`config.mk`:
```
export PLATFORM = sky130hd
export DESIGN_NAME = triangle_feeder
export DESIGN_NICKNAME = d
export VERILOG_FILES = /design/src/rtl/triangle_feeder.sv
export SDC_FILE = /design/constraint.sdc
export NUM_CORES = 1
export LEC_CHECK = 0
export BUFFER_PORTS_ARGS = -buffer_cell sky130_fd_sc_hd__buf_2
export CAP_MARGIN = 20
export CORE_UTILIZATION = 27
export CTS_CLUSTER_SIZE = 40
export DETAILED_ROUTE_END_ITERATION = 10
export PLACE_DENSITY = 0.47
export SYNTH_ARGS = -nofsm -noshare
export SYNTH_HDL_FRONTEND = slang
export SYNTH_SLANG_ARGS = --single-unit
```
`constraint.sdc`:
```
create_clock -name CLK -period 1.9 [get_ports CLK]
set_input_delay 0 -clock CLK [delete_from_list [all_inputs] [get_ports CLK]]
set_output_delay 0 -clock CLK [all_outputs]
set_load 0.01 [all_outputs]
```
`src/rtl/triangle_feeder.sv`:
```
// Feeds packed side triples from a small FIFO to the serial triangle checker, one side per cycle,
// and returns each verdict with running counts. Define TRIANGLE_FEEDER_TIMEOUT_EN to abort stalled verdicts.
module triangle_feeder #(
  parameter int DEPTH   = 4,
  parameter int TIMEOUT = 8
) (
  input  logic       CLK,
  input  logic       RST,
  input  logic       S_VALID,
  output logic       S_READY,
  input  logic [8:0] S_DATA,
  output logic       M_VALID,
  output logic [2:0] M_DATA,
  input  logic       R_VALID,
  input  logic       R_OUT,
  output logic       RES_VALID,
  output logic       RES_TRI,
  output logic [7:0] TRI_COUNT,
  output logic [7:0] TOTAL_COUNT,
  output logic       ERR
);

  localparam int AW = $clog2(DEPTH);

  if ((DEPTH < 2) || ((DEPTH & (DEPTH - 1)) != 0) || (TIMEOUT < 1)) begin : g_param_check
    $error("triangle_feeder: DEPTH must be a power of two >= 2 and TIMEOUT >= 1");
  end

  typedef enum logic [2:0] {ST_IDLE, ST_SEND0, ST_SEND1, ST_SEND2, ST_WAIT} state_t;

  state_t      state;
  logic [8:0]  mem [DEPTH];
  logic [AW:0] wr_ptr, rd_ptr;
  logic [8:0]  head;
  logic [5:0]  hold;   // sides b and c; side a leaves straight from the FIFO head
  logic        full, empty, push, pop;

  assign empty   = (wr_ptr == rd_ptr);
  assign full    = (wr_ptr[AW] != rd_ptr[AW]) && (wr_ptr[AW-1:0] == rd_ptr[AW-1:0]);
  assign S_READY = !full;
  assign push    = S_VALID && !full;
  assign pop     = (state == ST_IDLE) && !empty;
  assign head    = mem[rd_ptr[AW-1:0]];

  // NOTE: the storage array has no reset; emptiness is tracked by the pointers alone,
  // so clearing the data would only cost logic.
  always_ff @(posedge CLK) begin
    if (push) mem[wr_ptr[AW-1:0]] <= S_DATA;
  end

  // NOTE: sequential state uses non-blocking assignments so every register samples
  // the pre-edge values, independent of statement order.
  always_ff @(posedge CLK) begin
    if (RST) begin
      wr_ptr <= '0;
      rd_ptr <= '0;
    end else begin
      if (push) wr_ptr <= wr_ptr + 1'b1;
      if (pop)  rd_ptr <= rd_ptr + 1'b1;
    end
  end

  function automatic logic [7:0] sat_inc(input logic [7:0] v);
    return (v == 8'hFF) ? v : v + 8'd1;
  endfunction

`ifdef TRIANGLE_FEEDER_TIMEOUT_EN
  localparam int TW = $clog2(TIMEOUT + 1);
  logic [TW-1:0] wait_cnt;
  logic          err_q;
  assign ERR = err_q;
`else
  assign ERR = 1'b0;
`endif

  always_ff @(posedge CLK) begin
    if (RST) begin
      state       <= ST_IDLE;
      hold        <= '0;
      M_VALID     <= 1'b0;
      M_DATA      <= '0;
      RES_VALID   <= 1'b0;
      RES_TRI     <= 1'b0;
      TRI_COUNT   <= '0;
      TOTAL_COUNT <= '0;
`ifdef TRIANGLE_FEEDER_TIMEOUT_EN
      wait_cnt    <= '0;
      err_q       <= 1'b0;
`endif
    end else begin
      RES_VALID <= 1'b0;
      case (state)
        ST_IDLE: begin
          if (pop) begin
            hold    <= head[5:0];
            M_VALID <= 1'b1;
            M_DATA  <= head[8:6];
            state   <= ST_SEND0;
          end
        end
        ST_SEND0: begin
          M_DATA <= hold[5:3];
          state  <= ST_SEND1;
        end
        ST_SEND1: begin
          M_DATA <= hold[2:0];
          state  <= ST_SEND2;
        end
        ST_SEND2: begin
          M_VALID <= 1'b0;
          M_DATA  <= '0;
          state   <= ST_WAIT;
`ifdef TRIANGLE_FEEDER_TIMEOUT_EN
          wait_cnt <= '0;
`endif
        end
        ST_WAIT: begin
          if (R_VALID) begin
            RES_VALID   <= 1'b1;
            RES_TRI     <= R_OUT;
            TOTAL_COUNT <= sat_inc(TOTAL_COUNT);
            if (R_OUT) TRI_COUNT <= sat_inc(TRI_COUNT);
            state       <= ST_IDLE;
          end
`ifdef TRIANGLE_FEEDER_TIMEOUT_EN
          // expiry fires on the edge that ends the TIMEOUT-th silent WAIT cycle
          else if (wait_cnt == TW'(TIMEOUT - 1)) begin
            RES_VALID <= 1'b1;
            RES_TRI   <= 1'b0;
            err_q     <= 1'b1;
            state     <= ST_IDLE;
          end else begin
            wait_cnt <= wait_cnt + 1'b1;
          end
`endif
        end
        default: state <= ST_IDLE;
      endcase
    end
  end

endmodule

```
## Yosys cells after proc, flatten, opt, wreduce, memory -nomap -nowiden

Memories as Yosys holds them, arrays and structs flattened. A register that Yosys moved wholly into a read port is not among the register bits.
Cells that the tools add are included.

| cells by class | value |
|---|---|
| multiplexer cells | 12 |
| equal/unequal tests | 11 |
| add/subtract/negate cells | 4 |
| reductions and logical operators | 16 |
| bitwise gates (word level) | 3 |

Operator list:

| kind | count |
|---|---|
| 8-bit by 1-bit adder with 8-bit output, second input constant | 2 |
| 8-bit == test, second input constant | 2 |
| 3-bit one-hot mux with 5 select lines | 1 |
| 3-bit one-hot mux with 4 select lines | 1 |
| 2-bit AND reduction | 5 |
| 3-bit 2-to-1 mux | 3 |
| 3-bit by 1-bit adder with 3-bit output, second input constant | 2 |
| 3-bit by 2-bit == test with 1-bit output, second input constant | 2 |
| 1-bit 2-to-1 mux | 4 |
| 2-bit 2-to-1 mux | 2 |
| 2-bit inequality test, second input constant | 2 |
| 4-bit AND reduction | 1 |
| 4-bit nonzero test | 1 |
| 3-bit by 1-bit == test with 1-bit output, second input constant | 1 |
| 3-bit == test | 1 |
| 3-bit == test, second input constant | 1 |
| 1-bit logical AND | 3 |
| 3-bit zero test | 1 |
| 1-bit NOT | 3 |
| 3-bit AND reduction | 1 |
| 2-bit == test | 1 |
| 1-bit zero test | 2 |
| 1-bit one-hot mux with 2 select lines | 1 |
| 2-bit nonzero test | 1 |
| other kinds (2) | 2 |

| word-level totals | value |
|---|---|
| bits in writable memories | 36 |
| register bits | 37 |
| memories kept | 1 |

Memory list:

| memory | depth | width | rd ports | clocked after Yosys merged registers in | wr ports | line | RTL |
|---|---|---|---|---|---|---|---|
| mem | 4 | 9 | 1 | 1 | 1 | 32 | `logic [8:0] mem [DEPTH];` |

## Longest topological paths before layout

| logic depth | value |
|---|---|
| depth after elaboration | 6 |
| gate-level depth with buffers | 6 |
| gate-level depth less buffers | 5 |

## Worst setup path after synthesis

No wires, ideal clock.

| timing | value |
|---|---|
| kind | flip-flop to flip-flop |
| start | register state[2] |
| end | register TRI_COUNT[5] |
| cell stages (with the launch flop) | 6 |
| library setup time | 0.074 ns |
| required time | 1.826 ns |
| clock period less this slack | 1.600 ns |
| setup slack | 0.300 ns |
| data arrival time | 1.526 ns |
| path through | dfxtp_1 nand4bb_1 buf_2 or4_4 or3_1 o21ai_0 |

| between the ends | value |
|---|---|
| word-level cells in the longest chain between the ends | 2 |

Ends and longest elaborated chain:

| what | line | RTL |
|---|---|---|
| start: declaration | 31 | `state_t state;` |
| start signal: assignment | 78 | `state <= ST_IDLE;` |
| start signal: assignment | 98 | `state <= ST_SEND0;` |
| start signal: assignment | 103 | `state <= ST_SEND1;` |
| 3-bit == test | 92 | `case (state)` |
| 4-bit AND reduction (no source line) | - |  |
| end signal: assignment | 122 | `if (R_OUT) TRI_COUNT <= sat_inc(TRI_COUNT);` |
| end: declaration | 18 | `output logic [7:0] TRI_COUNT,` |

No other way between the ends.
A chain may end at the register's enable or synchronous reset.

==> flow_summary_export.csv <==
group,metric,value,unit
sta,rsz0062_at_grt,"no",
yosys,synth_commonest_cells,"dfxtp_1, edfxtp_1, nor2_1, mux2i_1, nand2_1",
yosys,syn_area_per_cell,12.2,µm²
clock_tree,clkSinkCount,75,
yosys,synthArstFlopShare,0,%
finish,layout-area-overhead-vs-synth,26.0,%
sta,whs,0.115,ns
sta,tightest_slew,0.541,ns
finish,multi_input_area,1200,µm²
finish,diodes,0,
clock_tree,clk_latency,0.32,ns
clock_tree,cts_buffers,9,
yosys,synth-seq-cells,75,
place,dp_hpwl,4.40,mm
setup_path,rr_worst_depth,6,
drt,num_vias,2139,
min_path,holdPathStages,2,
flow_run,maxCapViolations,0,
yosys,synth_top_cell_area_share,34.5,%
yosys,yosysTopAreaCell,"edfxtp_1",
clock_tree,root_buffer,"clkbuf_16",
finish,fin_nets,338,
drt,via_per_inst,4.63,
drt,wl_met1,3.17,mm
drt,drtPass1Iterations,5,
yosys,ys_types,43,
setup_path,endpoint_kind,"flop",
setup_path,start_kind,"flop",
yosys,synth_compound_area_share,7.83,%
sta,setup_viol,0,
drt,drc,0,
grt,track_usage,11.6,%
setup_path,reg2reg_from,"state[0]",
yosys,synthCells,256,
floorplan,start_util,28.3,%
drt,antenna_left,0,
power,ir_drop,0.000577,V
setup_path,crit_path_start,"state[0]",
setup_path,worstPathRequired,2.09,ns
sta,fmax,0.618,GHz
finish,drive_above_1_share,23.9,%
sta,fin_skew,0.00349,ns
floorplan,die_h,110,µm
yosys,synth_edf_count,36,
finish,seqCellArea,1860,µm²
clock_tree,clk_pin_slew,0.06,ns
min_path,worstHoldPathType,"input pin to flop",
floorplan,die_w,110,µm
grt,antenna_found_initial,0,
sta,maxSlewViolCount,0,
setup_path,crit_arrival,1.81,ns
drt,drt_iter0_drc,181,
min_path,hp-start,"RST",
yosys,synth_warnings,0,
grt,globalRoute.totalOverflow,0,
floorplan,io_pins,38,
status,status,"finished, final reports clean",
yosys,synth-main-ff-cell,"dfxtp_1",
yosys,synth_nets,277,
floorplan,design.die.area,12000,µm²
clock_tree,h-tree-depth,3,
sta,slew_headroom,63.9,%
yosys,ys_seq_area_share,59.4,%
drt,avgRoutedWirePerCell,13.9,µm
grt,grt_pass1_vias,2116,
drt,met2WireLength,2.98,mm
floorplan,core_area,11100,µm²
drt,routed.top_layer,"met4",
setup_path,critPathKind,"flop to flop",
yosys,synth_mux_area_share,9.55,%
sta,setup_tns,0,ns
yosys,synth.most_common_cell,"dfxtp_1",
yosys,yosys.area_share.adder,2.80,%
power,total_leakage_power,1.48,nW
yosys,synth_xor_area_share,4.19,%
yosys,synth_top_family_by_area,"simple AND/OR/NAND/NOR gates",
clock_tree,cts_buffer_depth,2,
sta,final-hold-violation-count,0,
grt,grt_pass1_wl,10.5,mm
sta,finalCritPeriodShare,85.2,%
yosys,syn_area,3130,µm²
grt,grt_start_max_net_pins,25,
finish,nFillCells,1091,
setup_path,critPathMaxFanout,11,
sta,period_needed,1.62,ns
clock_tree,tritoncts,"done",
setup_path,r2r_setup_slack,0.28,ns
place,gp_congestion,0.809,
power,pwr_density_cell,1160,nW/µm²
yosys,synth-simple-area-share,13.8,%
clock_tree,post_cts.repair.setup_buffers,0,
yosys,ys_top_cells_by_area,"edfxtp_1, dfxtp_1, mux4_2",
drt,wl_met3,211,µm
floorplan,rows,38,
place,numPortBuffers,36,
drt,wirelength,6.42,mm
-- report_power, final --
group | internal (mW) | switching (mW)
Sequential | 1.88 | 0.151
Combinational | 0.518 | 0.504
Clock | 0.883 | 0.657
Total | 3.28 | 1.31
-- placed cells by master, fill, tap and decap left out, drive strengths merged, types with 7 or more instances in the layout --
cell	Yosys	final
a21oi	8	8
dlygate4sd3	0	11
mux2i	13	13
edfxtp	36	36
buf	4	50
xnor2	9	9
clkbuf	7	10
nand3	8	8
nand2	11	11
ha	7	7
nor2	31	31
dfxtp	39	39
o21ai	7	7
-- cells by family (layout without fill, tap and decap cells) --
group / after synthesis / after routing
AOI/OAI and AO/OA: 36 / 36
xor gates and xnor gates: 15 / 15
adders and majority gates: 7 / 7
buffers and inverters: 16 / 82
DFF: 75 / 75
muxes: 22 / 22
other: 1 / 1
and+or+nand+nor: 84 / 84
-- timing repair --
action / CTS / global route
hold buffers: 11 / 0
hold endpoints to repair: 39 / 0
resized for setup: 0 / 0
-- area by class of cell --
type / count / share of cell area [%]
sequential: 75 / 47.2
timing repair buffer: 61 / 10.7
clock inverter: 6 / 1.05
multi-input combinational: 165 / 30.4
inverter: 5 / 0.476
clock buffer: 10 / 5.80
tap: 140 / 4.44
-- critical path, cell delays in order (launching register included) --
cell,delay [ns]
dfxtp_1,0.30
buf_4,0.16
or3_1,0.36
a31oi_1,0.19
buf_4,0.20
mux2i_1,0.21
nor2_1,0.07
-- sequential cells by signal, summed over array words and instances, names as in the netlist, named ones only --
name	cells
state	3
RES_VALID	1
M_DATA	3
wr_ptr	3
rd_ptr	3
hold	6
M_VALID	1
TRI_COUNT	8
TOTAL_COUNT	8
mem	36
RES_TRI	1
-- worst min-delay path by stage --
| stage | end | slack (ns) |
|---|---|---|
| 2_1_floorplan | mem[0][0] | 0.1 |
| 3_3_place_gp | mem[3][2] | 0.22 |
| 3_5_place_dp | mem[3][5] | 0.22 |
| 4_1_cts | TRI_COUNT[0] | 0.12 |
| 5_1_grt | M_VALID | 0.15 |
| 6_report | TRI_COUNT[0] | 0.12 |
-- routing by layer --
metal / GRT usage (%) / vias to the layer above
met5: 0 / -
met3: 3.62 / 5
met2: 18.7 / 42
li1: - / 1077
met1: 14.8 / 1015
met4: 4.00 / 0
-- per-stage QoR --
stage                     util [%]  instance area [µm²]  cells  setup WS [ns]  power [mW]
after floorplan                  -                 3130    256          0.300        2.75
after global placement        32.2                 3570    435          0.279        3.08
after detailed placement      32.2                 3570    435          0.269        3.09
after CTS                     35.6                 3950    462          0.260        4.66
after global routing          35.6                 3950    462          0.130        4.86
final                         35.6                 3950    462          0.281        4.60
Note: power is estimated with default switching activity, not from simulation.
